[config.mk]
export PLATFORM = sky130hd
export DESIGN_NAME = accum_controller
export DESIGN_NICKNAME = d
export VERILOG_FILES = /design/src/rtl/accum_controller_pkg.sv /design/src/rtl/accum_controller_adder.sv /design/src/rtl/accum_controller.sv
export SDC_FILE = /design/constraint.sdc
export NUM_CORES = 1
export LEC_CHECK = 0
export ABC_AREA = 1
export CAP_MARGIN = 40
export CORE_MARGIN = 5
export CORE_UTILIZATION = 37
export DETAILED_ROUTE_END_ITERATION = 7
export GPL_ROUTABILITY_DRIVEN = 1
export PLACE_DENSITY_LB_ADDON = 0.3
export SETUP_SLACK_MARGIN = 0.02
export SLEW_MARGIN = 20
export SYNTH_ARGS = -nofsm -noshare
export SYNTH_HDL_FRONTEND = slang
export SYNTH_HIERARCHICAL = 1
export SYNTH_SLANG_ARGS = --single-unit
export TNS_END_PERCENT = 5
[constraint.sdc]
create_clock -name clk -period 3.6 [get_ports clk]
set_input_delay 0.72 -clock clk [delete_from_list [all_inputs] [get_ports clk]]
set_output_delay 0.72 -clock clk [all_outputs]
set_load 0.02 [all_outputs]
[src/rtl/accum_controller_pkg.sv]
// Shared widths and FSM state encoding for the accumulator sequencer.
package accum_controller_pkg;

  localparam int unsigned AccW = 16;
  localparam int unsigned OpW  = 8;

  typedef enum logic [1:0] {
    StIdle  = 2'd0,
    StAccum = 2'd1,
    StDone  = 2'd2
  } state_e;

endpackage

[src/rtl/accum_controller_adder.sv]
// Zero-extending 8+16-bit adder; produces no carry-out of its own.
module accum_controller_adder
  import accum_controller_pkg::*;
(
  input  logic [OpW-1:0]  i_new_operand,
  input  logic [AccW-1:0] i_current_value,
  output logic [AccW-1:0] o_sum
);

  logic [AccW-1:0] w_operand_ext;

  assign w_operand_ext = {{(AccW - OpW){1'b0}}, i_new_operand};
  assign o_sum         = i_current_value + w_operand_ext;

endmodule

[src/rtl/accum_controller.sv]
// Burst sequencer: accepts COUNT operands over valid/ready and sums them into a 16-bit register.
module accum_controller
  import accum_controller_pkg::*;
#(
  parameter int unsigned CNT_WIDTH = 8,
  parameter bit          SATURATE  = 1'b0
) (
  input  logic                 clk,
  input  logic                 reset,
  input  logic                 start,
  input  logic [CNT_WIDTH-1:0] count,
  input  logic                 abort,
  input  logic [OpW-1:0]       operand,
  input  logic                 operand_valid,
  output logic                 operand_ready,
  output logic                 busy,
  output logic                 done,
  output logic [AccW-1:0]      result,
  output logic                 overflow
);

  state_e               r_state, w_state_next;
  logic [AccW-1:0]      r_acc, w_acc_next, w_sum;
  logic [CNT_WIDTH-1:0] r_remaining, w_remaining_next;
  logic                 r_overflow, w_overflow_next;
  logic                 w_carry;

  accum_controller_adder u_adder (
    .i_new_operand  (operand),
    .i_current_value(r_acc),
    .o_sum          (w_sum)
  );

  // The adder has no carry-out, so an unsigned wrap is the carry.
  assign w_carry = (w_sum < r_acc);

  always_comb begin
    w_state_next     = r_state;
    w_acc_next       = r_acc;
    w_remaining_next = r_remaining;
    w_overflow_next  = r_overflow;
    operand_ready    = 1'b0;
    busy             = 1'b0;
    done             = 1'b0;

    case (r_state)
      StIdle: begin
        if (start) begin
          w_acc_next      = '0;
          w_overflow_next = 1'b0;
          if (count != '0) begin
            w_remaining_next = count;
            w_state_next     = StAccum;
          end else begin
            w_state_next = StDone;
          end
        end
      end
      StAccum: begin
        operand_ready = 1'b1;
        busy          = 1'b1;
        // Abort outranks a simultaneous valid operand, which is left unconsumed.
        if (abort) begin
          w_state_next = StIdle;
        end else if (operand_valid) begin
          w_acc_next       = (SATURATE && w_carry) ? '1 : w_sum;
          w_overflow_next  = r_overflow | w_carry;
          w_remaining_next = r_remaining - CNT_WIDTH'(1);
          if (r_remaining == CNT_WIDTH'(1)) begin
            w_state_next = StDone;
          end
        end
      end
      StDone: begin
        busy         = 1'b1;
        done         = 1'b1;
        w_state_next = StIdle;
      end
      default: w_state_next = StIdle;
    endcase
  end

  always_ff @(posedge clk) begin
    if (reset) begin
      r_state     <= StIdle;
      r_acc       <= '0;
      r_remaining <= '0;
      r_overflow  <= 1'b0;
    end else begin
      r_state     <= w_state_next;
      r_acc       <= w_acc_next;
      r_remaining <= w_remaining_next;
      r_overflow  <= w_overflow_next;
    end
  end

  assign result   = r_acc;
  assign overflow = r_overflow;

endmodule

=== Yosys cells after proc, flatten, opt, wreduce, memory -nomap -nowiden ===
Index checks and enable logic that the tools add are counted.

* $lt $le $gt $ge: 1
* Reductions and logical operators: 7
* Bitwise operators: 1
* Div/mod/pow operators: 0
* Multiply operators: 0
* Shifts and indexed selects: 0
* Muxes and demuxes: 22
* Equal/unequal tests: 9
* Add/subtract/negate cells: 2

{| class="wikitable"
|+ Operators by type and width
! cell !! number
|-
| 16-bit two-way mux || 3
|-
| 8-bit two-way mux || 4
|-
| 16-bit one-hot mux with 2 select lines || 1
|-
| 16-bit by 8-bit adder with 16-bit output || 1
|-
| 16-bit less-than comparator || 1
|-
| 8-bit one-hot mux with 2 select lines || 1
|-
| 2-bit two-way mux || 5
|-
| 8-bit by 1-bit equality test with 1-bit output (second input constant) || 1
|-
| 2-bit inequality test (second input constant) || 4
|-
| 8-bit nonzero test || 1
|-
| 8-bit by 1-bit subtractor with 8-bit output (second input constant) || 1
|-
| 1-bit two-way mux || 6
|-
| 3-bit inequality test (second input constant) || 2
|-
| 5-bit AND reduction || 1
|-
| 2-bit one-hot mux with 2 select lines || 1
|-
| 4-bit AND reduction || 1
|-
| 3-bit AND reduction || 1
|-
| 2-bit by 1-bit equality test with 1-bit output (second input constant) || 1
|-
| 2-bit equality test (second input constant) || 1
|-
| 2-bit zero test || 1
|-
| 1-bit one-hot mux with 2 select lines || 1
|-
| 2-bit nonzero test || 1
|-
| 2-bit OR reduction || 1
|-
| 1-bit OR || 1
|}

* RAM bits: 0
* Input port bits: 21
* ROM bits: 0
* Flip-flop bits (word level): 27
* Bits in latches: 0
* Output and inout bits: 20
* Logic and storage cells: 46
* Memories kept: 0

=== Depth between registers and ports, before layout ===
* Depth in word-level cells: 6
* Gate-level depth with buffers: 18
* Depth with buffers taken out: 18

=== Cells and area by module ===
The synthesis kept the hierarchy.

{| class="wikitable"
|+ By module, submodules not included
! module !! instances !! sequential area each (um^2) !! area an instance (um^2) !! cells each
|-
| accum_controller || 1 || 540.5 || 1,722.9 || 239
|-
| accum_controller_adder || 1 || 0.0 || 656.9 || 126
|}

=== Least setup slack after synthesis ===
Ideal clock, no wire load.

* Path type: input to register
* Start point: input port operand[0]
* End point: register r_overflow (netlist: overflow)
* Path buffers: 0
* Data required time: 3,484 ps
* Stages: 17
* Setup time: 116 ps
* Path slack: 917 ps
* Arrival time: 2,568 ps
* Cell sequence: ha_1 -> fa_1 -> nand2_1 -> nand2_1 -> nand3b_1 -> nand2_1 -> nand2_1 -> nand2_1 -> nand2_1 -> nand2_1 -> ha_1 -> inv_1 -> o31a_1 -> nand2_1 -> nand2_1 -> nand2_1 -> a21oi_1

* Word-level cells in the longest chain between the ends: 6

{| class="wikitable"
|+ RTL lines
! element !! RTL line !! text
|-
| start: declaration || accum_controller.sv:13 || <nowiki>input logic [OpW-1:0] operand,</nowiki>
|-
| 16-bit by 8-bit adder with 16-bit output || accum_controller_adder.sv:13 || <nowiki>assign o_sum = i_current_value + w_operand_ext;</nowiki>
|-
| via w_sum[10] || accum_controller.sv:23 || <nowiki>logic [AccW-1:0] r_acc, w_acc_next, w_sum;</nowiki>
|-
| 16-bit less-than comparator || accum_controller.sv:35 || <nowiki>assign w_carry = (w_sum < r_acc);</nowiki>
|-
| 1-bit OR || accum_controller.sv:67 || <nowiki>w_overflow_next = r_overflow | w_carry;</nowiki>
|-
| 1-bit two-way mux || accum_controller.sv:65 || <nowiki>end else if (operand_valid) begin</nowiki>
|-
| 1-bit two-way mux || accum_controller.sv:63 || <nowiki>if (abort) begin</nowiki>
|-
| 1-bit one-hot mux with 2 select lines || accum_controller.sv:46 || <nowiki>case (r_state)</nowiki>
|-
| end signal: assignment || accum_controller.sv:93 || <nowiki>r_overflow <= w_overflow_next;</nowiki>
|-
| end: declaration || accum_controller.sv:25 || <nowiki>logic r_overflow, w_overflow_next;</nowiki>
|}

The timed path passes the listed nets, and every way through them passes these cells. The select of a mux whose other input is x is not followed.
A chain may end at the register's enable or synchronous reset.

=== Worst setup path after layout ===
Ends and elaborated chain as after synthesis.

==> flow_summary.ini <==
[drt]
routedWlPerCell_um = 12.0
remaining_drc_errors = 0
antenna_left = 0
viasPerCell = 5.00
vias = 2395
routed_wl_um = 5760
drt_iter0_drc = 82
firstDrtPassIters = 4

[timing]
worst_slack_ns = 0.601
worst_pin_slew_ns = 0.598
holdWs_ns = 0.466
slew_viol_final = 0
skew_ns = 0.00559
slew_headroom_pct = 60.0
max_freq_mhz = 333
rsz0062_at_grt = no
finalSetupViolCount = 0
hold_viol = 0
fin_crit_ns = 3.00
period_share_pct = 83.3
setup_tns_ns = 0

[global_route]
grt_usage_pct = 13.9
grt_max_degree = 34
grt_overflow = 0
grt_pass1_wl_um = 9750
antenna_found_initial = 0
grt_pass1_vias = 2238

[clocking]
htreeDepth = 1
post_cts_buffers = 0
cts_resized = 0
insertion_delay_ns = 0.28
clock_sinks = 27
hold_buffers = 0
cts_tree = built
cts.clk_slew.worst_paths_ns = 0.10
clockBufferDepth = 2
cts-root-buf = clkbuf_8
numCtsBuffers = 3

[synth]
synthDistinctLibCells = 35
async_reset_ff_share_pct = 0
synth_fp_nets = 415
yosysSeqAreaShare_pct = 22.7
synth_simple_gate_area_share_pct = 30.0
ys_top_cells_by_area = dfxtp_1 23%, ha_1 15%, nand2_1 15%
synth_top_family_by_area = simple AND/OR/NAND/NOR gates
ys.warnings.count = 6
synth-edff-count = 0
synth_compound_area_share_pct = 17.6
synthAdderAreaFrac_pct = 15.6
syn_area_um2 = 2380
synth_xor_area_share_pct = 2.94
muxShareOfSynthArea_pct = 0
synth_cells = 365
synth_top_cell_by_area = dfxtp_1
yosysTopAreaCellShare_pct = 22.7
syn_avg_cell_area_um2 = 6.52
synthFlopType = dfxtp_1
synth-seq-cells = 27

[critical_path]
crit_slowest_cell = clkdlybuf4s50_1
rrSetupSlack_ns = 1.11
cp.arrival_ns = 3.18
cpLargestDelayFamily = adder cells
crit_top_cell = nand2_1
cp.required_ns = 3.78
slowest_delay_ns = 0.41
cp_max_fo = 3
critical_path_class = in -> reg
cp-start-kind = input port
worst-path-buf-inv = 2
crit_path_end_kind = flop
reg2reg_depth = 17
reg2reg_from = result[0]$_SDFFE_PP0P_
crit_chain = clkdlybuf4s50_1 -> ha_1 -> fa_1 -> nand2_1 -> nand2_1 -> nand3b_1 -> nand2_1 -> nand2_1 -> nand2_1 -> nand2_1 -> nand2_1 -> ha_1 -> inv_1 -> o31a_1 -> nand2_1 -> nand2_1 -> nand2_1 -> a21oi_1
rr_endpoint = overflow$_SDFFE_PP0P_

[hold_path]
min-delay-start = overflow$_SDFFE_PP0P_
min_to = overflow$_SDFFE_PP0P_
worstHoldPathType = reg -> reg
worstHoldPathCells = 2

[floorplanning]
initial_utilization_pct = 37.7
design.core.area_um2 = 6310
io_pins = 41
die_w_um = 90.2
dieHeight_um = 90.2
rows = 29
die_area_um2 = 8140

[finish]
drive_gt1_share_pct = 7.46
finalNetCount = 453
design_area_um2 = 2890
syn_to_final_growth_pct = 21.2
multi_input_area_um2 = 1570
antennaDiodeCount = 0
final_cell_mix = 93 x nand2_1, 46 x inv_1, 40 x clkdlybuf4s50_1, 35 x nor2_1, 30 x a21oi_1
fillers = 644
regArea_um2 = 541
final_common_cell = nand2_1

[place]
placed_area_um2 = 2840
place.gp.congestion = 0.807
post-place-ws_ns = 0.295
io_buffer_count = 40
post-dp-hpwl_um = 4500

[status]
status = finished, final reports clean

[run]
cap_violations = 0

[power]
ir_drop_mv = 0.443
p_per_area_nw_per_um2 = 874
p_leak_nw = 1.35
-- through the flow --
| stage | std cells | util, % | total power, W |
|---|---|---|---|
| finish | 479 | 45.7 | 0.00252 |
| global route | 479 | 45.7 | 0.00281 |
| CTS | 479 | 45.7 | 0.00254 |
| detailed placement | 475 | 45.0 | 0.00234 |
| global placement | 475 | 45.0 | 0.00231 |
| floorplan | 365 | - | 0.00188 |
-- flip-flops by register name (all words and copies together) (netlist names) --
name         count
overflow         1
r_remaining      8
r_state          2
result          16
-- layout make-up --
| type | instances | area share (%) |
|---|---|---|
| sequential | 27 | 18.7 |
| timing repair buffer | 42 | 14.4 |
| clock inverter | 1 | 0.173 |
| inverter | 57 | 7.42 |
| tap | 77 | 3.34 |
| multi-input combinational | 272 | 54.5 |
| clock buffer | 3 | 1.43 |
-- cells in the mapped netlist (all sizes together), types with 2 or more instances --
master / n
o21ai: 11
nor3: 7
inv: 56
nand2: 98
clkbuf: 4
xor2: 7
or2: 2
a31oi: 3
nand3b: 4
dfxtp: 27
nand3: 17
a21o: 2
a211oi: 17
buf: 5
a21oi: 32
nor2: 36
ha: 28
-- power breakdown --
group	total, W	leakage (nW)	switching [W]	internal (W)
Clock	0.000187	0.0255	0.000109	0.0000779
Combinational	0.00178	1.10	0.00105	0.000726
Sequential	0.000555	0.223	0.000131	0.000424
Total	0.00252	1.35	0.00129	0.00123
-- worst reg2reg max path: stages, from the launching register on --
cell	delay (ns)
dfxtp_1	0.35
ha_1	0.22
fa_1	0.40
nand2_1	0.09
nand2_1	0.07
nand3b_1	0.08
nand2_1	0.10
nand2_1	0.10
nand2_1	0.05
nand2_1	0.06
nand2_1	0.08
ha_1	0.28
inv_1	0.04
o31a_1	0.26
nand2_1	0.06
nand2_1	0.05
nand2_1	0.06
a21oi_1	0.05
-- worst max-delay path by stage --
stage / start / to / slack (ns) / cells past startpoint
global route: operand[0] / overflow$_SDFFE_PP0P_ / 0.34 / 19
global placement: operand[0] / overflow$_SDFFE_PP0P_ / 0.37 / 18
detailed placement: operand[0] / overflow$_SDFFE_PP0P_ / 0.29 / 18
finish: operand[0] / overflow$_SDFFE_PP0P_ / 0.60 / 18
floorplan: operand[0] / overflow$_SDFFE_PP0P_ / 0.92 / 17
CTS: operand[0] / overflow$_SDFFE_PP0P_ / 0.60 / 18
-- layer usage --
layer	vias to the layer above	part of all wire, %	global-route usage, %
met5	-	0	0
met4	0	0.45	1.99
met3	2	4.9	2.67
met2	51	47	24.6
met1	1083	48	17.7
li1	1259	-	-
-- cell families (layout without fill, tap and decap cells) --
kind of cell,count (synthesis),after routing
fa+ha+maj,29,29
compound gates,68,68
flops,27,27
buf+inv,66,103
xor+xnor,8,8
simple gates,167,167
No activity file was read; power rests on OpenSTA's default activity.
